==> src/rtl/dm_arbiter.sv <==
// Two-port round-robin arbiter in front of the single data memory.
// Each grant becomes a one-cycle memory access followed by a one-cycle ack pulse.
module dm_arbiter #(
    parameter int unsigned ADDR_W = 32,
    parameter int unsigned DATA_W = 32
) (
    input  logic              clk,
    input  logic              reset,
    input  logic              req0,
    input  logic              req1,
    input  logic              we0,
    input  logic              we1,
    input  logic [ADDR_W-1:0] addr0,
    input  logic [ADDR_W-1:0] addr1,
    input  logic [DATA_W-1:0] wdata0,
    input  logic [DATA_W-1:0] wdata1,
    input  logic [31:0]       pc0,
    input  logic [31:0]       pc1,
    output logic              ack0,
    output logic              ack1,
    output logic [DATA_W-1:0] rdata0,
    output logic [DATA_W-1:0] rdata1,
    output logic              mem_we,
    output logic [ADDR_W-1:0] mem_addr,
    output logic [DATA_W-1:0] mem_wdata,
    output logic [31:0]       mem_pc,
    input  logic [DATA_W-1:0] mem_rdata,
    output logic              busy
);

    typedef enum logic [1:0] {
        IDLE   = 2'd0,
        ACCESS = 2'd1,
        RESP   = 2'd2
    } state_t;

    state_t            r_state;
    state_t            w_next;
    logic              w_start;
    logic              w_gnt;
    logic              r_prio;
    logic              r_owner;
    logic              r_we;
    logic [ADDR_W-1:0] r_addr;
    logic [DATA_W-1:0] r_wdata;
    logic [31:0]       r_pc;
    logic [DATA_W-1:0] r_rdata0;
    logic [DATA_W-1:0] r_rdata1;

    // A lone requester wins outright; prio only breaks ties.
    assign w_gnt = (req0 && req1) ? r_prio : req1;

    always_comb begin
        w_next  = r_state;
        w_start = 1'b0;
        mem_we  = 1'b0;
        ack0    = 1'b0;
        ack1    = 1'b0;
        busy    = 1'b0;
        case (r_state)
            IDLE: begin
                if (req0 || req1) begin
                    w_next  = ACCESS;
                    w_start = 1'b1;
                end
            end
            ACCESS: begin
                w_next = RESP;
                mem_we = r_we;
                busy   = 1'b1;
            end
            RESP: begin
                w_next = IDLE;
                busy   = 1'b1;
                ack0   = ~r_owner;
                ack1   = r_owner;
            end
            default: w_next = IDLE;
        endcase
    end

    always_ff @(posedge clk or posedge reset) begin
        if (reset) begin
            r_state <= IDLE;
        end else begin
            r_state <= w_next;
        end
    end

    always_ff @(posedge clk or posedge reset) begin
        if (reset) begin
            r_prio   <= 1'b0;
            r_owner  <= 1'b0;
            r_we     <= 1'b0;
            r_addr   <= '0;
            r_wdata  <= '0;
            r_pc     <= '0;
            r_rdata0 <= '0;
            r_rdata1 <= '0;
        end else begin
            if (w_start) begin
                r_owner <= w_gnt;
                r_prio  <= ~w_gnt;
                r_we    <= w_gnt ? we1    : we0;
                r_addr  <= w_gnt ? addr1  : addr0;
                r_wdata <= w_gnt ? wdata1 : wdata0;
                r_pc    <= w_gnt ? pc1    : pc0;
            end
            // For a write this deliberately captures the pre-write word.
            if (r_state == ACCESS) begin
                if (r_owner) begin
                    r_rdata1 <= mem_rdata;
                end else begin
                    r_rdata0 <= mem_rdata;
                end
            end
        end
    end

    assign mem_addr  = r_addr;
    assign mem_wdata = r_wdata;
    assign mem_pc    = r_pc;
    assign rdata0    = r_rdata0;
    assign rdata1    = r_rdata1;

endmodule

==> config.mk <==
export PLATFORM = sky130hd
export DESIGN_NAME = dm_arbiter
export DESIGN_NICKNAME = d
export VERILOG_FILES = /design/src/rtl/dm_arbiter.sv
export SDC_FILE = /design/constraint.sdc
export NUM_CORES = 1
export LEC_CHECK = 0
export CAP_MARGIN = 30
export CORE_MARGIN = 8
export CORE_UTILIZATION = 32
export CTS_BUF_LIST = sky130_fd_sc_hd__clkbuf_8
export DETAILED_ROUTE_END_ITERATION = 7
export GPL_TIMING_DRIVEN = 0
export HOLD_SLACK_MARGIN = 0.15
export PLACE_DENSITY = 0.79
export RECOVER_POWER = 50
export SYNTH_ARGS = -nofsm -noshare
export SYNTH_HDL_FRONTEND = slang
export SYNTH_SLANG_ARGS = --single-unit
==> constraint.sdc <==
create_clock -name clk -period 7.06 [get_ports clk]
set_input_delay 1.412 -clock clk [delete_from_list [all_inputs] [get_ports clk]]
set_output_delay 1.412 -clock clk [all_outputs]
set_load 0.01 [all_outputs]
==> results.json, run 1 <==
{
  "routed_wl_um": 29800,
  "worstPathRequired_ns": 7.03,
  "maxSlewViolCount": 74,
  "clkSlewWorstSetupHoldPaths_ns": 0.08,
  "failed_checks": "capacitance limit, slew limit",
  "p_per_area_mw_per_mm2": 427,
  "cts_root_buffer": "clkbuf_8",
  "ctsHoldBuffers": 0,
  "status": "finished with violations",
  "netlist_top_cells_area": "dfrtp_1 (56%), mux2_2 (9.9%), a31oi_1 (8.3%)",
  "startpoint_type": "input pin",
  "slew_headroom": -1.32,
  "period_share": 0.567,
  "start_util": 0.325,
  "areaGrowthSynthToFinish_pct": 64.8,
  "finalPower_mw": 5.17,
  "grt_pass1_wl_um": 45700,
  "die_h_um": 168,
  "grt.total_usage": 0.207,
  "fmax_mhz": 250,
  "cts_tree": "done",
  "drv_cap": 1,
  "ys_seq_area_frac": 0.561,
  "worstSetupPathType": "input pin to asynchronous set/reset pin",
  "cp-end-kind": "asynchronous set/reset pin",
  "final_util": 0.536,
  "placedCellCount": 1391,
  "drc": 0,
  "synth.avg_cell_area_um2": 10.3,
  "ys_warn_count": 0,
  "grt_max_degree": 93,
  "rows": 55,
  "routedWlPerCell_um": 21.0,
  "critical_path_buf_inv_count": 2,
  "ir_drop_mv": 0.177,
  "hpwl_um": 23500,
  "finalNetCount": 1359,
  "finish.instance_area_mm2": 0.0121,
  "grt_pass1_vias": 7821,
  "post_cts_resized": 0,
  "dieArea_mm2": 0.0281,
  "worstMarginPinSlew_ns": 3.46,
  "multi_input_area_mm2": 0.00281,
  "drtPass1Iterations": 5,
  "fp.dieW_um": 168,
  "synth_top_cell_area_share": 0.561,
  "synth_top_cell_by_area": "dfrtp_1",
  "synth_nets": 946,
  "dpl_cell_area_mm2": 0.0117,
  "setup_viol": 0,
  "whs_path_depth": 1,
  "antenna_cells": 0,
  "synthesis.area_mm2": 0.00736,
  "syn_inst": 712,
  "gp_congestion": 0.871,
  "crit_cells": 2,
  "antenna_found_initial": 0,
  "ys_seq_elements": 165,
  "clkSinkCount": 165,
  "cp.arrival_ns": 3.98,
  "rsz0062_at_grt": "no",
  "drive_gt1_frac": 0.124,
  "numCtsBuffers": 17,
  "synth_cell_type_count": 25,
  "fin_crit_ns": 4.00,
  "ant_nets": 0,
  "path_cells": "dlygate4sd3_1 -> clkinvlp_2",
  "layout_commonest_cell": "clkdlybuf4s50_1",
  "io_pins": 394,
  "vias": 7353,
  "fillCellCount": 2023,
  "overflow": 0,
  "cp_slowest_stage_delay_ns": 1.94,
  "crit_family": "buffers and inverters",
  "hold_slack_ns": 0.510,
  "reg2reg_depth": 5,
  "cp_max_fo": 74,
  "design.core.area_mm2": 0.0226,
  "final-hold-violation-count": 0,
  "via_per_inst": 5.17,
  "regArea_mm2": 0.00413,
  "clock_latency_ns": 0.44,
  "slowest_stage": "clkinvlp_2",
  "skew_ns": 0.0141,
  "power.leakage_nw": 4.80,
  "htree_levels": 4,
  "port_buffers": 393,
  "clockBufferDepth": 2,
  "drt_iter0_drc": 493,
  "cts_post_setup_buffers_inserted": 0,
  "final_cells": 1422,
  "hold_class": "register to register",
  "final_cell_mix": "clkdlybuf4s50_1 (387), dfrtp_1 (165), nand3_1 (98), nor2_1 (98), a31oi_1 (98)"
}
==> worst paths after layout <==
check / from / end / slack (ns)
worst max register to register: r_state[1] / rdata1[7] / 4.95
max in group clk: req1 / mem_pc[7] / 3.50
worst min register to register: rdata0[22] / rdata0[22] / 0.51
min in group asynchronous: reset / mem_pc[14] / 2.42
worst max-delay path: reset / mem_wdata[27] / 3.06
worst min-delay path: rdata0[22] / rdata0[22] / 0.51
==> cells in the mapped netlist <==
| cell type | number |
|---|---|
| clkbuf_2 | 3 |
| nand2b_1 | 1 |
| dfrtp_1 | 165 |
| buf_2 | 30 |
| clkbuf_4 | 1 |
| inv_2 | 1 |
| a31oi_1 | 98 |
| mux2_2 | 65 |
| nand2_1 | 3 |
| o21ai_1 | 11 |
| ha_1 | 4 |
| inv_1 | 4 |
| nand3_1 | 98 |
| o21ai_0 | 87 |
| and2b_4 | 1 |
| buf_1 | 3 |
| nor2b_1 | 1 |
| a21boi_0 | 1 |
| o21a_1 | 1 |
| clkbuf_1 | 17 |
| buf_4 | 7 |
| and2_1 | 2 |
| nor2_1 | 98 |
| buf_6 | 9 |
| a21oi_1 | 1 |
==> per-layer routing <==
metal | up-vias | track usage | part of all wire
met3 | 48 | 0.0719 | 0.083
li1 | 3391 | - | -
met4 | 0 | 0.0718 | 0.031
met1 | 3549 | 0.238 | 0.40
met2 | 365 | 0.354 | 0.49
met5 | - | 0 | 0
==> layout make-up <==
class,count,share of cell area
Multi-Input combinational cell,472,0.232
Timing Repair Buffer,394,0.327
Buffer,70,0.0318
Inverter,5,0.00165
Tap cell,285,0.0294
Clock buffer,17,0.0193
Clock inverter,14,0.0192
Sequential cell,165,0.340
==> registers in the layout (all words and copies together) (netlist names) <==
name,count
r_we,1
mem_wdata,32
rdata1,32
rdata0,32
mem_addr,32
r_owner,1
r_prio,1
r_state,2
mem_pc,32
==> report_power, final <==
group          switching [mW]  total (mW)  internal (mW)
logic                    1.22        2.66           1.44
clock network           0.387       0.819          0.432
registers               0.264        1.70           1.43
total                    1.87        5.17           3.30
==> per-stage QoR <==
step | TNS, ns | setup WS [ns]
6_report | 0 | 3.06
5_1_grt | 0 | 2.53
3_3_place_gp | -182.36 | -1.12
2_1_floorplan | 0 | 1.19
4_1_cts | 0 | 3.69
3_5_place_dp | 0 | 3.83
==> cells by family (layout without fill, tap and decap cells) <==
logic type | count (synthesis) | count (layout) | synth area share
simple gates | 204 | 204 | 0.123
mux | 65 | 65 | 0.0995
buf+inv | 75 | 500 | 0.0571
compound gates | 199 | 199 | 0.153
fa+ha+maj | 4 | 4 | 0.00680
flops | 165 | 165 | 0.561
Note: power is estimated with default switching activity, not from simulation.
==> run 2, diff against run 1 <==
--- a/config.mk
+++ b/config.mk
@@ -12,7 +12,7 @@
 export DETAILED_ROUTE_END_ITERATION = 7
 export GPL_TIMING_DRIVEN = 0
 export HOLD_SLACK_MARGIN = 0.15
-export PLACE_DENSITY = 0.79
+export PLACE_DENSITY = 0.81
 export RECOVER_POWER = 50
 export SYNTH_ARGS = -nofsm -noshare
 export SYNTH_HDL_FRONTEND = slang
==> constraint.sdc (replaced) <==
create_clock -name clk -period 3.5 [get_ports clk]
set_input_delay 0.7 -clock clk [delete_from_list [all_inputs] [get_ports clk]]
set_output_delay 0.7 -clock clk [all_outputs]
set_load 0.01 [all_outputs]
==> results.json, run 2 (synthesized netlist as in run 1, its figures left out) <==
{
  "via_per_inst": 5.19,
  "drc": 0,
  "worstPathRequired_ns": 3.87,
  "ant_nets": 0,
  "p_per_area_mw_per_mm2": 857,
  "grt_max_degree": 43,
  "ir_drop_mv": 0.338,
  "worstSetupPathType": "input pin to register",
  "hold_class": "register to register",
  "grt_pass1_wl_um": 46000,
  "slew_headroom": 0.295,
  "startpoint_type": "input pin",
  "post_cts_resized": 0,
  "htree_levels": 4,
  "design.core.area_mm2": 0.0226,
  "dieArea_mm2": 0.0281,
  "io_pins": 394,
  "fillCellCount": 2016,
  "antenna_found_initial": 1,
  "grt.total_usage": 0.209,
  "grt_pass1_vias": 7929,
  "gp_congestion": 0.863,
  "die_h_um": 168,
  "hold_slack_ns": 0.513,
  "dpl_cell_area_mm2": 0.0117,
  "finish.instance_area_mm2": 0.0121,
  "maxSlewViolCount": 0,
  "cp_max_fo": 10,
  "drv_cap": 0,
  "finalNetCount": 1362,
  "status": "finished clean",
  "power.leakage_nw": 4.80,
  "drt_iter0_drc": 548,
  "cts_post_setup_buffers_inserted": 0,
  "port_buffers": 393,
  "cp.arrival_ns": 3.15,
  "cp-end-kind": "register",
  "drive_gt1_frac": 0.126,
  "fp.dieW_um": 168,
  "hpwl_um": 23500,
  "routed_wl_um": 29900,
  "final-hold-violation-count": 0,
  "fin_crit_ns": 2.78,
  "period_share": 0.794,
  "ctsHoldBuffers": 0,
  "cts_tree": "done",
  "routedWlPerCell_um": 21.0,
  "numCtsBuffers": 17,
  "rows": 55,
  "cts_root_buffer": "clkbuf_8",
  "vias": 7397,
  "clock_latency_ns": 0.45,
  "overflow": 0,
  "drtPass1Iterations": 5,
  "start_util": 0.325,
  "clkSinkCount": 165,
  "rsz0062_at_grt": "no",
  "areaGrowthSynthToFinish_pct": 64.9,
  "skew_ns": 0.0162,
  "fmax_mhz": 360,
  "clockBufferDepth": 2,
  "clkSlewWorstSetupHoldPaths_ns": 0.09,
  "final_cell_mix": "clkdlybuf4s50_1 (391), dfrtp_1 (165), nand3_1 (98), nor2_1 (98), a31oi_1 (98)",
  "setup_viol": 0,
  "layout_commonest_cell": "clkdlybuf4s50_1",
  "worstMarginPinSlew_ns": 1.06
}
## run 2: final cells by class
class / instances / area, um2 / share of cell area
plain buffers: 70 / 385 / 0.0318
repair buffers: 397 / 3980 / 0.328
flip-flops and latches: 165 / 4130 / 0.340
diodes: 1 / 2.50 / 0.000206
inverters: 5 / 20.0 / 0.00165
multi-input cells: 472 / 2810 / 0.232
well taps: 285 / 357 / 0.0294
clock buffers: 17 / 234 / 0.0193
clock inverters: 14 / 213 / 0.0175
## run 2: report_power, final
| part | internal [mW] | switching, mW | total (mW) |
|---|---|---|---|
| sequential | 2.89 | 0.538 | 3.43 |
| clock | 0.797 | 0.802 | 1.60 |
| combinational | 2.91 | 2.47 | 5.37 |
| total | 6.59 | 3.81 | 10.4 |
## run 2: worst max-delay path: stages
cell and delay (ns):
dlygate4sd3_1 0.58, clkbuf_1 0.54, clkbuf_1 0.47, clkbuf_1 0.47, nand3_1 0.15, a31oi_1 0.23
## run 2: worst paths after layout
path | from | endpoint | slack, ns | cells after the start
min in group asynchronous | reset | rdata1[27] | 0.87 | 2
max | req1 | mem_pc[7] | 0.72 | 6
min | rdata1[31] | rdata1[31] | 0.51 | 1
min reg2reg | rdata1[31] | rdata1[31] | 0.51 | 1
max reg2reg | r_state[1] | rdata0[0] | 1.41 | 5
max in group asynchronous | reset | mem_addr[28] | 0.76 | 5
## run 2: layer usage
metal	up-vias	routed length, um	global-route usage	part of all wire
met5	-	0	0	0
met4	0	996	0.0866	0.033
met3	59	2530	0.0705	0.084
li1	3393	-	-	-
met1	3582	11700	0.241	0.39
met2	363	14700	0.353	0.49
## run 2: through the flow
stage	instances	total power [mW]	setup slack [ns]	utilization	setup TNS, ns
floorplan	712	5.84	0.701	-	0
global placement	1390	8.74	-0.755	0.515	-120.80
detailed placement	1394	8.90	0.926	0.518	0
CTS	1425	10.5	0.861	0.538	0
global route	1426	11.0	0.424	0.536	0
finish	1426	10.4	0.719	0.536	0
